**config.mk**
```make
export PLATFORM = sky130hd
export DESIGN_NAME = led_blink_sched
export DESIGN_NICKNAME = d
export VERILOG_FILES = /design/src/rtl/led_blink_sched_pkg.sv /design/src/rtl/led_blink_sched_rr_arbiter.sv /design/src/rtl/led_blink_sched.sv
export SDC_FILE = /design/constraint.sdc
export NUM_CORES = 1
export LEC_CHECK = 0
export CAP_MARGIN = 20
export CORE_AREA = 4 4 115 117
export DETAILED_ROUTE_END_ITERATION = 6
export DIE_AREA = 0 0 119 121
export PLACE_DENSITY = 0.52
export SYNTH_ARGS = -nofsm -noshare
export SYNTH_HDL_FRONTEND = slang
export SYNTH_SLANG_ARGS = --single-unit
```
**constraint.sdc**
```tcl
create_clock -name clk_i -period 6.9 [get_ports clk_i]
set_input_delay 1.035 -clock clk_i [delete_from_list [all_inputs] [get_ports clk_i]]
set_output_delay 1.035 -clock clk_i [all_outputs]
set_load 0.05 [all_outputs]
```
**src/rtl/led_blink_sched_pkg.sv**
```systemverilog
// Shared types and helpers for the LED blink scheduler.
package led_blink_sched_pkg;

   // Scheduler phases; IDLE is encoded as zero so a reset register reads IDLE.
   typedef enum logic [1:0] {
      ST_IDLE = 2'd0,
      ST_ON   = 2'd1,
      ST_OFF  = 2'd2,
      ST_GAP  = 2'd3
   } state_t;

   // Width needed to hold an index in 0..value-1, never less than one bit.
   function automatic int clog2(input int value);
      int w;
      w = 0;
      for (int i = 0; i < 32; i++) begin
         if ((1 << w) < value) w = w + 1;
      end
      return (w < 1) ? 1 : w;
   endfunction

endpackage

```
**src/rtl/led_blink_sched_rr_arbiter.sv**
```systemverilog
// Combinational round-robin arbiter: searches last+1, last+2, ... (mod N)
// and returns the first requester found as a one-hot grant plus its index.
module rr_arbiter #(
   parameter int N     = 4,
   parameter int PTR_W = 2
) (
   input  logic [N-1:0]     req_i,
   input  logic [PTR_W-1:0] last_i,
   output logic [N-1:0]     grant_o,
   output logic [PTR_W-1:0] grant_idx_o,
   output logic             any_o
);

   logic [PTR_W-1:0] idx;

   // Walk the ring starting just after the previous winner; first hit wins.
   always_comb begin
      grant_o     = '0;
      grant_idx_o = '0;
      any_o       = 1'b0;
      idx         = '0;
      for (int off = 1; off <= N; off++) begin
         idx = PTR_W'((int'(last_i) + off) % N);
         if (!any_o && req_i[idx]) begin
            any_o        = 1'b1;
            grant_o[idx] = 1'b1;
            grant_idx_o  = idx;
         end
      end
   end

endmodule

```
**src/rtl/led_blink_sched.sv**
```systemverilog
// Round-robin scheduler sharing one LED blink engine among N_REQ requesters.
// Handshake: req_i[i] is a level held until grant_o[i] pulses for one cycle;
// done_o[i] pulses for one cycle when that burst (blinks plus gap) is over.
module led_blink_sched
   import led_blink_sched_pkg::*;
#(
   parameter int N_REQ     = 4,
   parameter int CNT_WIDTH = 16,
   parameter int BLINK_W   = 4
) (
   input  logic                       clk_i,
   input  logic                       arstn_i,
   input  logic [N_REQ-1:0]           req_i,
   input  logic [N_REQ*BLINK_W-1:0]   blinks_i,
   input  logic [CNT_WIDTH-1:0]       half_period_i,
   output logic [N_REQ-1:0]           grant_o,
   output logic [N_REQ-1:0]           done_o,
   output logic                       busy_o,
   output logic                       led_o,
   output logic [1:0]                 dbg_state_o
);

   localparam int OWN_W = clog2(N_REQ);
   // One extra bit so the gap reload 2*hp+1 never wraps.
   localparam int TMR_W = CNT_WIDTH + 1;

   state_t             state, state_n;
   logic [TMR_W-1:0]   timer, timer_n;
   logic [BLINK_W-1:0] left, left_n;
   logic [OWN_W-1:0]   owner, owner_n;
   logic [CNT_WIDTH-1:0] hp, hp_n;
   logic [OWN_W-1:0]   last, last_n;
   logic               led_n;
   logic [N_REQ-1:0]   grant_n, done_n;

   logic [N_REQ-1:0]   arb_grant;
   logic [OWN_W-1:0]   arb_idx;
   logic               arb_any;
   logic [BLINK_W-1:0] sel_blinks;

   rr_arbiter #(
      .N     (N_REQ),
      .PTR_W (OWN_W)
   ) u_arb (
      .req_i       (req_i),
      .last_i      (last),
      .grant_o     (arb_grant),
      .grant_idx_o (arb_idx),
      .any_o       (arb_any)
   );

   // Pick the blink count of the requester the arbiter is choosing now.
   always_comb begin
      sel_blinks = '0;
      for (int i = 0; i < N_REQ; i++) begin
         if (arb_grant[i]) sel_blinks = blinks_i[i*BLINK_W +: BLINK_W];
      end
   end

   // Next-state, timer and output logic; everything holds unless changed.
   always_comb begin
      state_n = state;
      timer_n = timer;
      left_n  = left;
      owner_n = owner;
      hp_n    = hp;
      last_n  = last;
      led_n   = led_o;
      grant_n = '0;
      done_n  = '0;
      case (state)
         ST_IDLE: begin
            if (arb_any) begin
               owner_n = arb_idx;
               last_n  = arb_idx;
               hp_n    = half_period_i;
               left_n  = sel_blinks;
               grant_n = arb_grant;
               if (sel_blinks != '0) begin
                  state_n = ST_ON;
                  led_n   = 1'b1;
                  timer_n = {1'b0, half_period_i};
               end else begin
                  // Empty burst: straight to a full 2H gap with the LED dark.
                  state_n = ST_GAP;
                  led_n   = 1'b0;
                  timer_n = {half_period_i, 1'b1};
               end
            end
         end
         ST_ON: begin
            if (timer == '0) begin
               state_n = ST_OFF;
               led_n   = 1'b0;
               left_n  = left - BLINK_W'(1);
               timer_n = {1'b0, hp};
            end else begin
               timer_n = timer - TMR_W'(1);
            end
         end
         ST_OFF: begin
            if (timer == '0) begin
               if (left != '0) begin
                  state_n = ST_ON;
                  led_n   = 1'b1;
                  timer_n = {1'b0, hp};
               end else begin
                  state_n = ST_GAP;
                  timer_n = {hp, 1'b1};
               end
            end else begin
               timer_n = timer - TMR_W'(1);
            end
         end
         ST_GAP: begin
            if (timer == '0) begin
               state_n = ST_IDLE;
               done_n  = N_REQ'(1) << owner;
               timer_n = {hp, 1'b1};
            end else begin
               timer_n = timer - TMR_W'(1);
            end
         end
         default: state_n = ST_IDLE;
      endcase
   end

   // State and registered outputs; async reset makes requester 0 win first.
   always_ff @(posedge clk_i or negedge arstn_i) begin
      if (!arstn_i) begin
         state   <= ST_IDLE;
         timer   <= '0;
         left    <= '0;
         owner   <= '0;
         hp      <= '0;
         last    <= OWN_W'(N_REQ - 1);
         led_o   <= 1'b0;
         grant_o <= '0;
         done_o  <= '0;
      end else begin
         state   <= state_n;
         timer   <= timer_n;
         left    <= left_n;
         owner   <= owner_n;
         hp      <= hp_n;
         last    <= last_n;
         led_o   <= led_n;
         grant_o <= grant_n;
         done_o  <= done_n;
      end
   end

   assign busy_o      = (state != ST_IDLE);
   assign dbg_state_o = state;

endmodule

```
### Word-level counts from Yosys, hierarchy flattened

Cells that the tools add are included.

| word-level totals | value |
|---|---|
| word-level logic and storage cells | 115 |
| bits in registers | 52 |
| memories | 0 |
| bits of input ports | 38 |
| bits in read-only memories | 0 |
| bits in writable memories | 0 |
| latch bits | 0 |
| output and inout bits | 12 |

| cells by class | value |
|---|---|
| order comparisons | 8 |
| bitwise logic cells | 3 |
| multiply operators | 0 |
| reductions and logical operators | 21 |
| div/mod/pow operators | 0 |
| $add $sub $neg | 6 |
| equality and inequality tests | 8 |
| multiplexer cells | 59 |
| shift operators | 1 |

Operators by type and width:

| kind | count |
|---|---|
| 2-to-1 mux 17 bit | 6 |
| case mux 17 bit (4 select lines) | 1 |
| 2-to-1 mux 4 bit | 14 |
| 2-to-1 mux 2 bit | 10 |
| zero test 17 bit | 1 |
| 2-to-1 mux 1 bit | 17 |
| subtractor 17 x 1 -> 17 bit, second input constant | 1 |
| less-than comparator 2 x 3 -> 1 bit, second input constant | 4 |
| bitwise OR 4 bit | 3 |
| != test 2 bit, second input constant | 5 |
| binary-select mux 1 bit (select 2 bit) | 4 |
| demux 1 bit (select 2 bit) | 4 |
| greater-or-equal comparator 2 x 1 -> 1 bit, second input constant | 4 |
| case mux 2 bit (4 select lines) | 1 |
| case mux 4 bit (2 select lines) | 1 |
| nonzero test 4 bit | 2 |
| logical AND 1 bit | 7 |
| AND reduction 5 bit | 1 |
| adder 2 x 1 -> 2 bit, second input constant | 2 |
| adder 2 bit, second input constant | 2 |
| == test 2 bit, second input constant | 2 |
| AND reduction 4 bit | 1 |
| nonzero test 2 bit | 2 |
| left shift 1 x 2 -> 4 bit, first input constant | 1 |
| other kinds (8) | 10 |

### Depth between registers and ports, before layout

Gate-level depths: netlist of the first run.

| depth | value |
|---|---|
| depth after elaboration | 21 |
| gate-level depth with buffers | 13 |
| gate-level depth less buffers | 10 |

### Cells and area by module

Synthesis of the first run repeated with hierarchy kept, for this count alone.

| unflattened totals | value |
|---|---|
| cells, all modules | 467 |
| area, all modules | 3926.3 um^2 |

By module, submodules not included:

| module | instances | area each (um^2) | cells an instance |
|---|---|---|---|
| led_blink_sched | 1 | 3400.8 | 399 |
| rr_arbiter | 1 | 525.5 | 68 |

### Least setup slack after synthesis of the first run

No wires, ideal clock.

| timing path | value |
|---|---|
| path type | input-to-reg |
| start point | in req_i[0] |
| end point | reg timer[10] |
| library setup time | 131 ps |
| slack | 3693 ps |
| cell stages on the path | 10 |
| arrival | 3076 ps |
| data required time | 6769 ps |
| path through | buf_2 mux4_2 buf_6 mux2i_1 a221oi_2 o2111ai_1 a32o_2 buf_2 o21ai_0 nand3_1 |

| between the ends | value |
|---|---|
| longest elaborated chain between the ends | 20 |
| elaborated cells between the ends (all ways) | 34 |
| classes of those cells | eq/ne: 1; mux: 23; bitwise: 3; reduce/logical: 7 |

RTL lines:

| what | line | source |
|---|---|---|
| from (decl) | led_blink_sched.sv:13 | `input logic [N_REQ-1:0] req_i,` |
| binary-select mux 1 bit (select 2 bit) | led_blink_sched_rr_arbiter.sv:24 | `if (!any_o && req_i[idx]) begin` |
| 2-to-1 mux 1 bit (implied by the code) | led_blink_sched_rr_arbiter.sv:24 |  |
| 2-to-1 mux 1 bit | led_blink_sched_rr_arbiter.sv:24 |  |
| zero test 1 bit | led_blink_sched_rr_arbiter.sv:24 |  |
| logical AND 1 bit | led_blink_sched_rr_arbiter.sv:24 |  |
| 2-to-1 mux 1 bit | led_blink_sched_rr_arbiter.sv:24 |  |
| zero test 1 bit | led_blink_sched_rr_arbiter.sv:24 |  |
| logical AND 1 bit | led_blink_sched_rr_arbiter.sv:24 |  |
| 2-to-1 mux 1 bit | led_blink_sched_rr_arbiter.sv:24 |  |
| zero test 1 bit | led_blink_sched_rr_arbiter.sv:24 |  |
| logical AND 1 bit | led_blink_sched_rr_arbiter.sv:24 |  |
| 2-to-1 mux 4 bit | led_blink_sched_rr_arbiter.sv:24 |  |
| 2-to-1 mux 4 bit (4 in a row) | led_blink_sched.sv:56 | `if (arb_grant[i]) sel_blinks = blinks_i[i*BLINK_W +: BLINK_W];` |
| nonzero test 4 bit | led_blink_sched.sv:79 | `if (sel_blinks != '0) begin` |
| 2-to-1 mux 17 bit | led_blink_sched.sv:79 |  |
| 2-to-1 mux 17 bit | led_blink_sched.sv:73 | `if (arb_any) begin` |
| case mux 17 bit (4 select lines) | led_blink_sched.sv:71 | `case (state)` |
| to (signal assigned) | led_blink_sched.sv:142 | `timer <= timer_n;` |
| to (decl) | led_blink_sched.sv:28 | `logic [TMR_W-1:0] timer, timer_n;` |

Parallel ways exist; a longest one is shown, timed or not. The select of a mux whose other input is x is not followed.
A chain may end at the register's enable or synchronous reset.

### Worst setup path after layout of the first run

| timing path | value |
|---|---|
| start point | in req_i[2] |
| end point | reg timer[16] |

The elaborated chain is that of the path after synthesis.

==> run summary, run 1 <==
The max-capacitance violation count is 0. Of the total power, registers draw 0.230. The kind of path behind the tightest hold check is flip-flop to flip-flop.

The total power draw is 0.00260 W. The total power divided by cell area is ~530 nW/um^2. Dividing the detail-routed wire length by the instance count gives ~19 um.

The number of max-slew violations in the final report is 0. The weighted congestion at the end of routability-driven global placement is 0.853. The relative contribution of the clock network to total power is 0.110.

The initial cell density of the core is 0.340. The count of nets left with antenna violations once routing finished came out at 0. The arrival time at the worst endpoint came out at 4.41 ns. The worst setup path is captured at a flip-flop. For the pin with the worst max-slew slack, the measured transition is between 0.9 and 1 ns.

Of the total power, the share spent switching nets is 0.527. Clock tree synthesis found a total of 52 sinks. The number of placed I/O pins is 50. The core box area is 12,400 um^2. The number of synthesis warnings came out at 0. After floorplanning, the core was divided into 41 placement rows. For the final routed database, the setup TNS stands at 0 ns. The count of different cell masters after synthesis is 66.

The async set-or-reset flop fraction in the synthesized netlist came out at 1.00. The final wirelength is roughly 13,000 um. At the end of the flow, the number of nets in the layout was 591.

Among all flip-flop cells after synthesis, the most frequent one is sky130_fd_sc_hd__dfrtp_1. The area growth from synthesis to layout came out at 16.8%. The worst setup path category is input port to flip-flop. The largest fanout of any net on the critical path came out at 16. The via count of the first global-routing pass is 3,966. The die covers 14,400 um^2. The routed layout has 4,205 vias. The critical path goes through clkdlybuf4s50_1 > and2_1 > a221oi_2 > nor3_2 > o21ai_0 > o2111ai_1 > a32oi_2 > nand4_1 > a22oi_1. Summed over all layers, the global routing overflow is 0. Dividing the final minimum period by the clock period gives 0.608. The setup clock skew after layout is 0.00779 ns. Once the clock tree was built, the setup fixing pass inserted 0 buffers. Counting tap cells, the placed design contains a total of 703 instances. The number of detailed-routing iterations run before antenna repair is 5. The kind of launch point of the worst setup path is an input port. The total count of hold-check failures in the final report came out at 0. The cell internal power dissipation came out at 0.00123 W. The synthesized design spends more area on one cell type than any other, namely sky130_fd_sc_hd__dfrtp_1. The area share of the largest cell type after synthesis came out at 0.297. The clock reaches the later pin of the worst-skew pair after around 0.29 ns. The maximum clock path buffer count came out at 2. The clock slew seen by the registers of the worst setup and hold paths came out at 0.07 ns.

Leaving out fill and tap cells, the most frequent cells in the layout are 75 x sky130_fd_sc_hd__o21ai_0, 54 x sky130_fd_sc_hd__nand2_1, 50 x sky130_fd_sc_hd__dfrtp_1. The peak supply drop is ~240 uV. The run finished with clean final reports. The pin count of the biggest net entering global routing is 67. The hold-critical path depth came out at 1.

The count of buffers added on input and output ports is 49. TritonCTS built the clock tree. Setup repair after global routing left no endpoint under its margin. The CTS buffer count is 5. On the worst path, the slowest cell contributes a delay of 0.81 ns. The number of instances in the synthesized netlist came out at between 500 and 600.

Counting flops with a built-in enable in the synthesized netlist gives 0. The H-tree depth is 2. The overall die height is 121 um. The worst pin sits at a relative slew slack of 0.338. The net switching power figure is 0.00137 W. Counting cells, the worst reg-to-reg path comes to 9. The final routed DRC violation total is 0. The net count after synthesis is 567.

The total of cells resized after clock tree synthesis came out at 0. At the worst endpoint, the required time is 7.11 ns. The repair_antennas step left the layout with diodes totalling 0. The master of the slowest instance on the critical path is sky130_fd_sc_hd__a32oi_2. The root cell of the clock tree is sky130_fd_sc_hd__clkbuf_16.

The synthesized area came out at roughly 4200 um^2. The reported leakage power is 2.08 nW. After synthesis the netlist holds a flip-flop and latch count of 52. Subtracting the final worst setup slack from the clock period gives approximately 4.2 ns. The share of the Yosys chip area taken by registers is 0.310. Summing all non-filler instances in the final layout gives an area of 4910 um^2. The detailed-placement wirelength estimate is 9090 um. A synthesized cell averages 8.19 um^2. Static timing analysis puts the maximum clock frequency at 238 MHz. Of the total power, combinational logic draws 0.660. Yosys attributes the largest share of cell area to sky130_fd_sc_hd__dfrtp_1 30%, sky130_fd_sc_hd__o21ai_0 8.9%, sky130_fd_sc_hd__nand2_1 4.8%, sky130_fd_sc_hd__ha_1 4.5%, sky130_fd_sc_hd__mux2_2 3.7%. The final non-filler cell total is 711. The global-route total usage across every layer is 0.184.

In the final layout, the share of cells above drive strength 1 is 0.0965. In this run, post-CTS hold repair placed 0 buffers. The worst-case hold slack is between 0.5 and 0.6 ns. In this run, the number of DRC markers left after iteration 0 of detailed routing was 387. Setup violations remaining at the end of the flow were counted as 0.

The first global-routing pass estimated 21,400 um of wire. The horizontal die dimension came out at 119 um. The placed cell area came out at 4750 um^2. The routed via count divided by cell count is slightly below 6. The initial antenna violation count is 0. The library cell used most frequently in the layout, excluding fill and tap cells, is sky130_fd_sc_hd__o21ai_0.
## logic make-up after synthesis
kind of cell	Yosys count	synth area share
AOI/OAI and AO/OA	203	0.321
adders and majority gates	15	0.0446
buffers and inverters	61	0.0669
DFF	52	0.310
muxes	19	0.0583
and+or+nand+nor	164	0.200
## per-layer routing
| layer | vias up | global-route usage | part of all wire |
|---|---|---|---|
| met1 | 2046 | 0.252 | 0.46 |
| met3 | 25 | 0.0322 | 0.056 |
| met4 | 0 | 0.0623 | 0.022 |
| li1 | 1984 | - | - |
| met2 | 150 | 0.292 | 0.46 |
| met5 | - | 0 | 0 |
## per-stage QoR
stage / worst slack (ns) / utilization
2_1_floorplan: 3.69 / -
4_1_cts: 2.78 / 0.398
3_3_place_gp: 2.57 / 0.384
5_1_grt: 2.51 / 0.398
3_5_place_dp: 2.47 / 0.384
6_report: 2.71 / 0.398
## path summary, 6_finish.rpt
check / startpoint / to / slack (ns)
worst max-delay path: req_i[2] / timer[16] / 2.71
worst min-delay path: owner[1] / done_o[1] / 0.50
worst max register to register: last[0] / timer[16] / 2.78
worst min register to register: owner[1] / done_o[1] / 0.50
max in group asynchronous: arstn_i / hp[5] / 5.54
min in group asynchronous: arstn_i / hp[8] / 0.88
## power by group through the flow
| stage | Clock (W) | Sequential, W | Combinational (W) |
|---|---|---|---|
| after floorplan | 0 | 0.000603 | 0.00126 |
| after global placement | 0 | 0.000595 | 0.00167 |
| after detailed placement | 0 | 0.000599 | 0.00170 |
| after CTS | 0.000295 | 0.000595 | 0.00171 |
| after global routing | 0.000306 | 0.000619 | 0.00189 |
| final | 0.000287 | 0.000599 | 0.00172 |
## synthesized netlist by cell type, types with 4 or more instances
cell type                   number
sky130_fd_sc_hd__buf_6           5
sky130_fd_sc_hd__o41ai_1         4
sky130_fd_sc_hd__a21o_1         13
sky130_fd_sc_hd__a21oi_1        25
sky130_fd_sc_hd__inv_1          25
sky130_fd_sc_hd__and3_1         11
sky130_fd_sc_hd__nand2b_1        4
sky130_fd_sc_hd__nand2_1        54
sky130_fd_sc_hd__nor2_1         19
sky130_fd_sc_hd__ha_1           15
sky130_fd_sc_hd__o31ai_1         9
sky130_fd_sc_hd__a22oi_1        14
sky130_fd_sc_hd__clkbuf_1       20
sky130_fd_sc_hd__dfrtp_1        50
sky130_fd_sc_hd__or4_1           4
sky130_fd_sc_hd__nand3_1        29
sky130_fd_sc_hd__o21ai_1         4
sky130_fd_sc_hd__nor3b_1         5
sky130_fd_sc_hd__o21ai_0        75
sky130_fd_sc_hd__a31oi_1        13
sky130_fd_sc_hd__nor3_1          8
sky130_fd_sc_hd__o2111ai_1       5
sky130_fd_sc_hd__mux2_2         14
sky130_fd_sc_hd__o211ai_1        6
sky130_fd_sc_hd__or3_1           4
sky130_fd_sc_hd__buf_2           9
## sequential cells by signal, indices dropped and copies added, names as in the netlist
signal,flops
done_o,4
led_o,1
dbg_state_o,2
left,4
timer,17
owner,2
grant_o,4
hp,16
last,2
## cell type report
cell class / instances / area (um^2)
Clock buffer: 7 / 133
Clock inverter: 1 / 30.0
Fill cell: 1254 / 7450
Inverter: 26 / 97.6
Multi-Input combinational cell: 401 / 2630
Sequential cell: 52 / 1300
Tap cell: 172 / 215
Timing Repair Buffer: 52 / 508
## worst max-delay path, delay by kind of cell
kind / cells / cell delay (ns)
buffers and inverters: 1 / 0.61
AND/OR/NAND/NOR: 3 / 0.65
AO/OA/AOI/OAI: 5 / 2.11
(Power assumes the default switching activity.)
==> run 2, diff against run 1 <==
==> constraint.sdc (replaced) <==
create_clock -name clk_i -period 4.35 [get_ports clk_i]
set_input_delay 0.6525 -clock clk_i [delete_from_list [all_inputs] [get_ports clk_i]]
set_output_delay 0.6525 -clock clk_i [all_outputs]
set_load 0.05 [all_outputs]
==> run 2 against run 1 <==
  * Worst setup slack worse by 2.3 ns
  * Power grew 62%
  * Clock power up 65%
  * Combinational power is 63% higher
  * Die area did not move
  * Via count decreased by 2.2%
  * Clock skew is 0.0032 ns lower
  * Routed wire length is essentially flat
  * Cell count up 1.1%
  * Global-route usage grew 0.24 points
  * First-iteration DRC count down 3.6%
  * Largest cell class unchanged
  * Non-clock buffer count grew 8
==> run summary, run 2 (same netlist as run 1, synthesis figures left out) <==
The flow ran to the end, and the final reports show no timing, DRC or antenna violations. The maximum clock path buffer count came out at 2 (unchanged). The arrival time at the worst endpoint was 4.15 ns (-0.26 ns).

The kind of launch point of the worst setup path is a flip-flop. In this run the worst hold path is classified as input port to async pin. The routed length per placed instance is 18.6 um (-1.0%). The initial DRC count is 373 (-3.6%). The row count came out at 41 (unchanged). The total power divided by cell area came out at 848 nW/um^2 (+60%). The reported leakage power came out at 2.12 nW (+2.0%). The global route total overflow came out at 0 (unchanged). The worst path required time is 4.58 ns (-2.53 ns). The number of hold buffers added after cts came out at 0 (unchanged). The final wirelength is 13,400 um (about the same). The share of the core filled with cells in the final layout is 0.402 (+0.00496).

The total count of hold-check failures in the final report is 0 (unchanged). The largest registers in the layout are timer (17), hp (16). The number of nets in the layout came out at 599 (+1.4%). The minimum clock period after layout came out at 3.92 ns.

The overall die height came out at 121 um (unchanged). The final routed DRC violation total is 0 (unchanged). The horizontal die dimension came to 119 um (unchanged). The cell type with the highest occurrence count on the critical path is sky130_fd_sc_hd__a21oi_1. The ratio of cells with drive above 1 in the final layout is 0.112 (+0.0150). The kind of capture point of the worst setup path is a flip-flop. On the critical path, the stage with the largest delay is an instance of sky130_fd_sc_hd__dfstp_2.

The upper clock frequency limit is between 200 and 300 MHz. The number of detailed-routing iterations run before antenna repair is 4 (-1). The largest stage delay on the critical path is 0.73 ns (-0.08 ns). The number of antenna cells inserted is 0 (unchanged). The port buffer count is 49 (unchanged).

The flip-flop count of the largest register after layout is 17 (unchanged). The initial cell density of the core came out at 0.340 (unchanged). The detailed-placement wirelength estimate is 9270 um (+2.0%). The area of the die came out at 14,400 um^2 (unchanged). The clock tree from TritonCTS is yes.

The H-tree depth is 2 (unchanged). Setup repair after global routing left no endpoint under its margin. The weighted congestion at the end of routability-driven global placement came out at 0.847 (-0.69%). The overall via count from detail_route is 4,112 (-2.2%).

The setup clock skew after layout was 0.00462 ns (-0.00317 ns). The total of cells resized after clock tree synthesis is 0 (unchanged). The latest clock arrival within the worst-skew pair is 0.31 ns (+0.02 ns). The core box area is 12,400 um^2 (unchanged). Relative to the synthesized area, the layout overhead comes to 18.3%. The fill cell total of the finished layout came out at 1,259 (+0.40%). The largest fanout of any net on the critical path is 18 (+2). The clock slew seen by the registers of the worst setup and hold paths came out at 0.07 ns (about the same).

The peak supply drop is 627 uV (+160%). The first-pass GRT wire length came out at 21,500 um (+0.22%). The residual antenna-violating net count after detailed routing came out at 0 (unchanged).

The routed via count divided by cell count is 5.72 (-3.3%). The number of max-slew violations in the final report was 0 (unchanged). By startpoint and endpoint, the worst setup path is classified as flip-flop to flip-flop. Dividing the final minimum period by the clock period gives 0.901.

The aggregate negative setup slack came out at 0 ns (unchanged). The register with the most flip-flops in the final layout is timer. The max-capacitance violation count is 0 (unchanged). The library cells used most frequently in the layout, excluding fill and tap cells, are 75 x sky130_fd_sc_hd__o21ai_0, 54 x sky130_fd_sc_hd__nand2_1, 50 x sky130_fd_sc_hd__dfrtp_1. The CTS buffer count came out at 5 (unchanged). The number of endpoints failing setup at the final stage came to 0 (unchanged). The global-route total usage across every layer is 0.186 (+0.00243). The number of buffer and inverter stages on the critical path is 2 (+1).

The tree is rooted in a sky130_fd_sc_hd__clkbuf_16. The clock sink total is 52 (unchanged). The largest delay contributor family on the critical path is compound AO/OA/AOI/OAI gates. The initial antenna violation count came to 0 (unchanged). The slew at the pin closest to its max-slew limit is 0.819 ns (-0.175 ns).

Leaving out fill and tap cells, the most frequent cell in the layout is sky130_fd_sc_hd__o21ai_0. The via count of the first global-routing pass came to 4,039 (+1.8%). The worst relative slew slack was 0.454 (+0.116). The signal on the critical path passes through inv_1 > ha_1 > mux4_2 > a21oi_1 > a21oi_1 > a21oi_1 > nand3b_1 > a32oi_2 > buf_4 > nand3_1 > o211ai_1.

The number of placed I/O pins is 50 (unchanged). The post-CTS setup buffer count came out at 0 (unchanged). The pin count of the biggest net entering global routing is 67 (unchanged).
run 2: path summary, 6_finish.rpt:
kind	depth (start not counted)	start	end	slack [ns]
max reg2reg	11	last[0]	timer[11]	0.43
min in group clk_i	1	owner[0]	done_o[2]	0.49
min reg2reg	1	owner[0]	done_o[2]	0.49
max	11	last[0]	timer[11]	0.43
min	1	arstn_i	hp[6]	0.40
max in group asynchronous	2	arstn_i	last[0]	3.08
run 2: layout make-up:
cell class / count / area, um^2 / area share
Timing Repair Buffer: 60 / 568 / 0.114
Sequential cell: 52 / 1300 / 0.262
Clock inverter: 2 / 35.0 / 0.00704
Inverter: 26 / 97.6 / 0.0196
Tap cell: 172 / 215 / 0.0432
Multi-Input combinational cell: 401 / 2630 / 0.528
Clock buffer: 6 / 129 / 0.0259
run 2: power by group:
part,internal (W),leakage (nW),switching (W)
combinational,0.00105,1.39,0.00175
clock,0.000272,0.0808,0.000202
sequential,0.000704,0.652,0.000240
run 2: stage by stage:
| stage | instances | cell area (um^2) | total power [W] | hold slack (ns) | worst slack, ns |
|---|---|---|---|---|---|
| floorplan | 514 | 4210 | 0.00296 | 0.357 | 1.19 |
| global placement | 711 | 4810 | 0.00370 | 0.479 | 0.490 |
| detailed placement | 711 | 4810 | 0.00373 | 0.475 | 0.415 |
| CTS | 719 | 4980 | 0.00422 | 0.446 | 0.451 |
| global route | 719 | 4980 | 0.00459 | 0.474 | 0.195 |
| finish | 719 | 4980 | 0.00422 | 0.400 | 0.429 |
run 2: layer usage:
layer	up-vias	part of all wire	wire, um	track usage
met5	-	0	0	0
met4	0	0.012	155	0.0406
met3	11	0.052	699	0.0322
met2	115	0.48	6450	0.310
met1	1989	0.45	6080	0.253
li1	1997	-	-	-
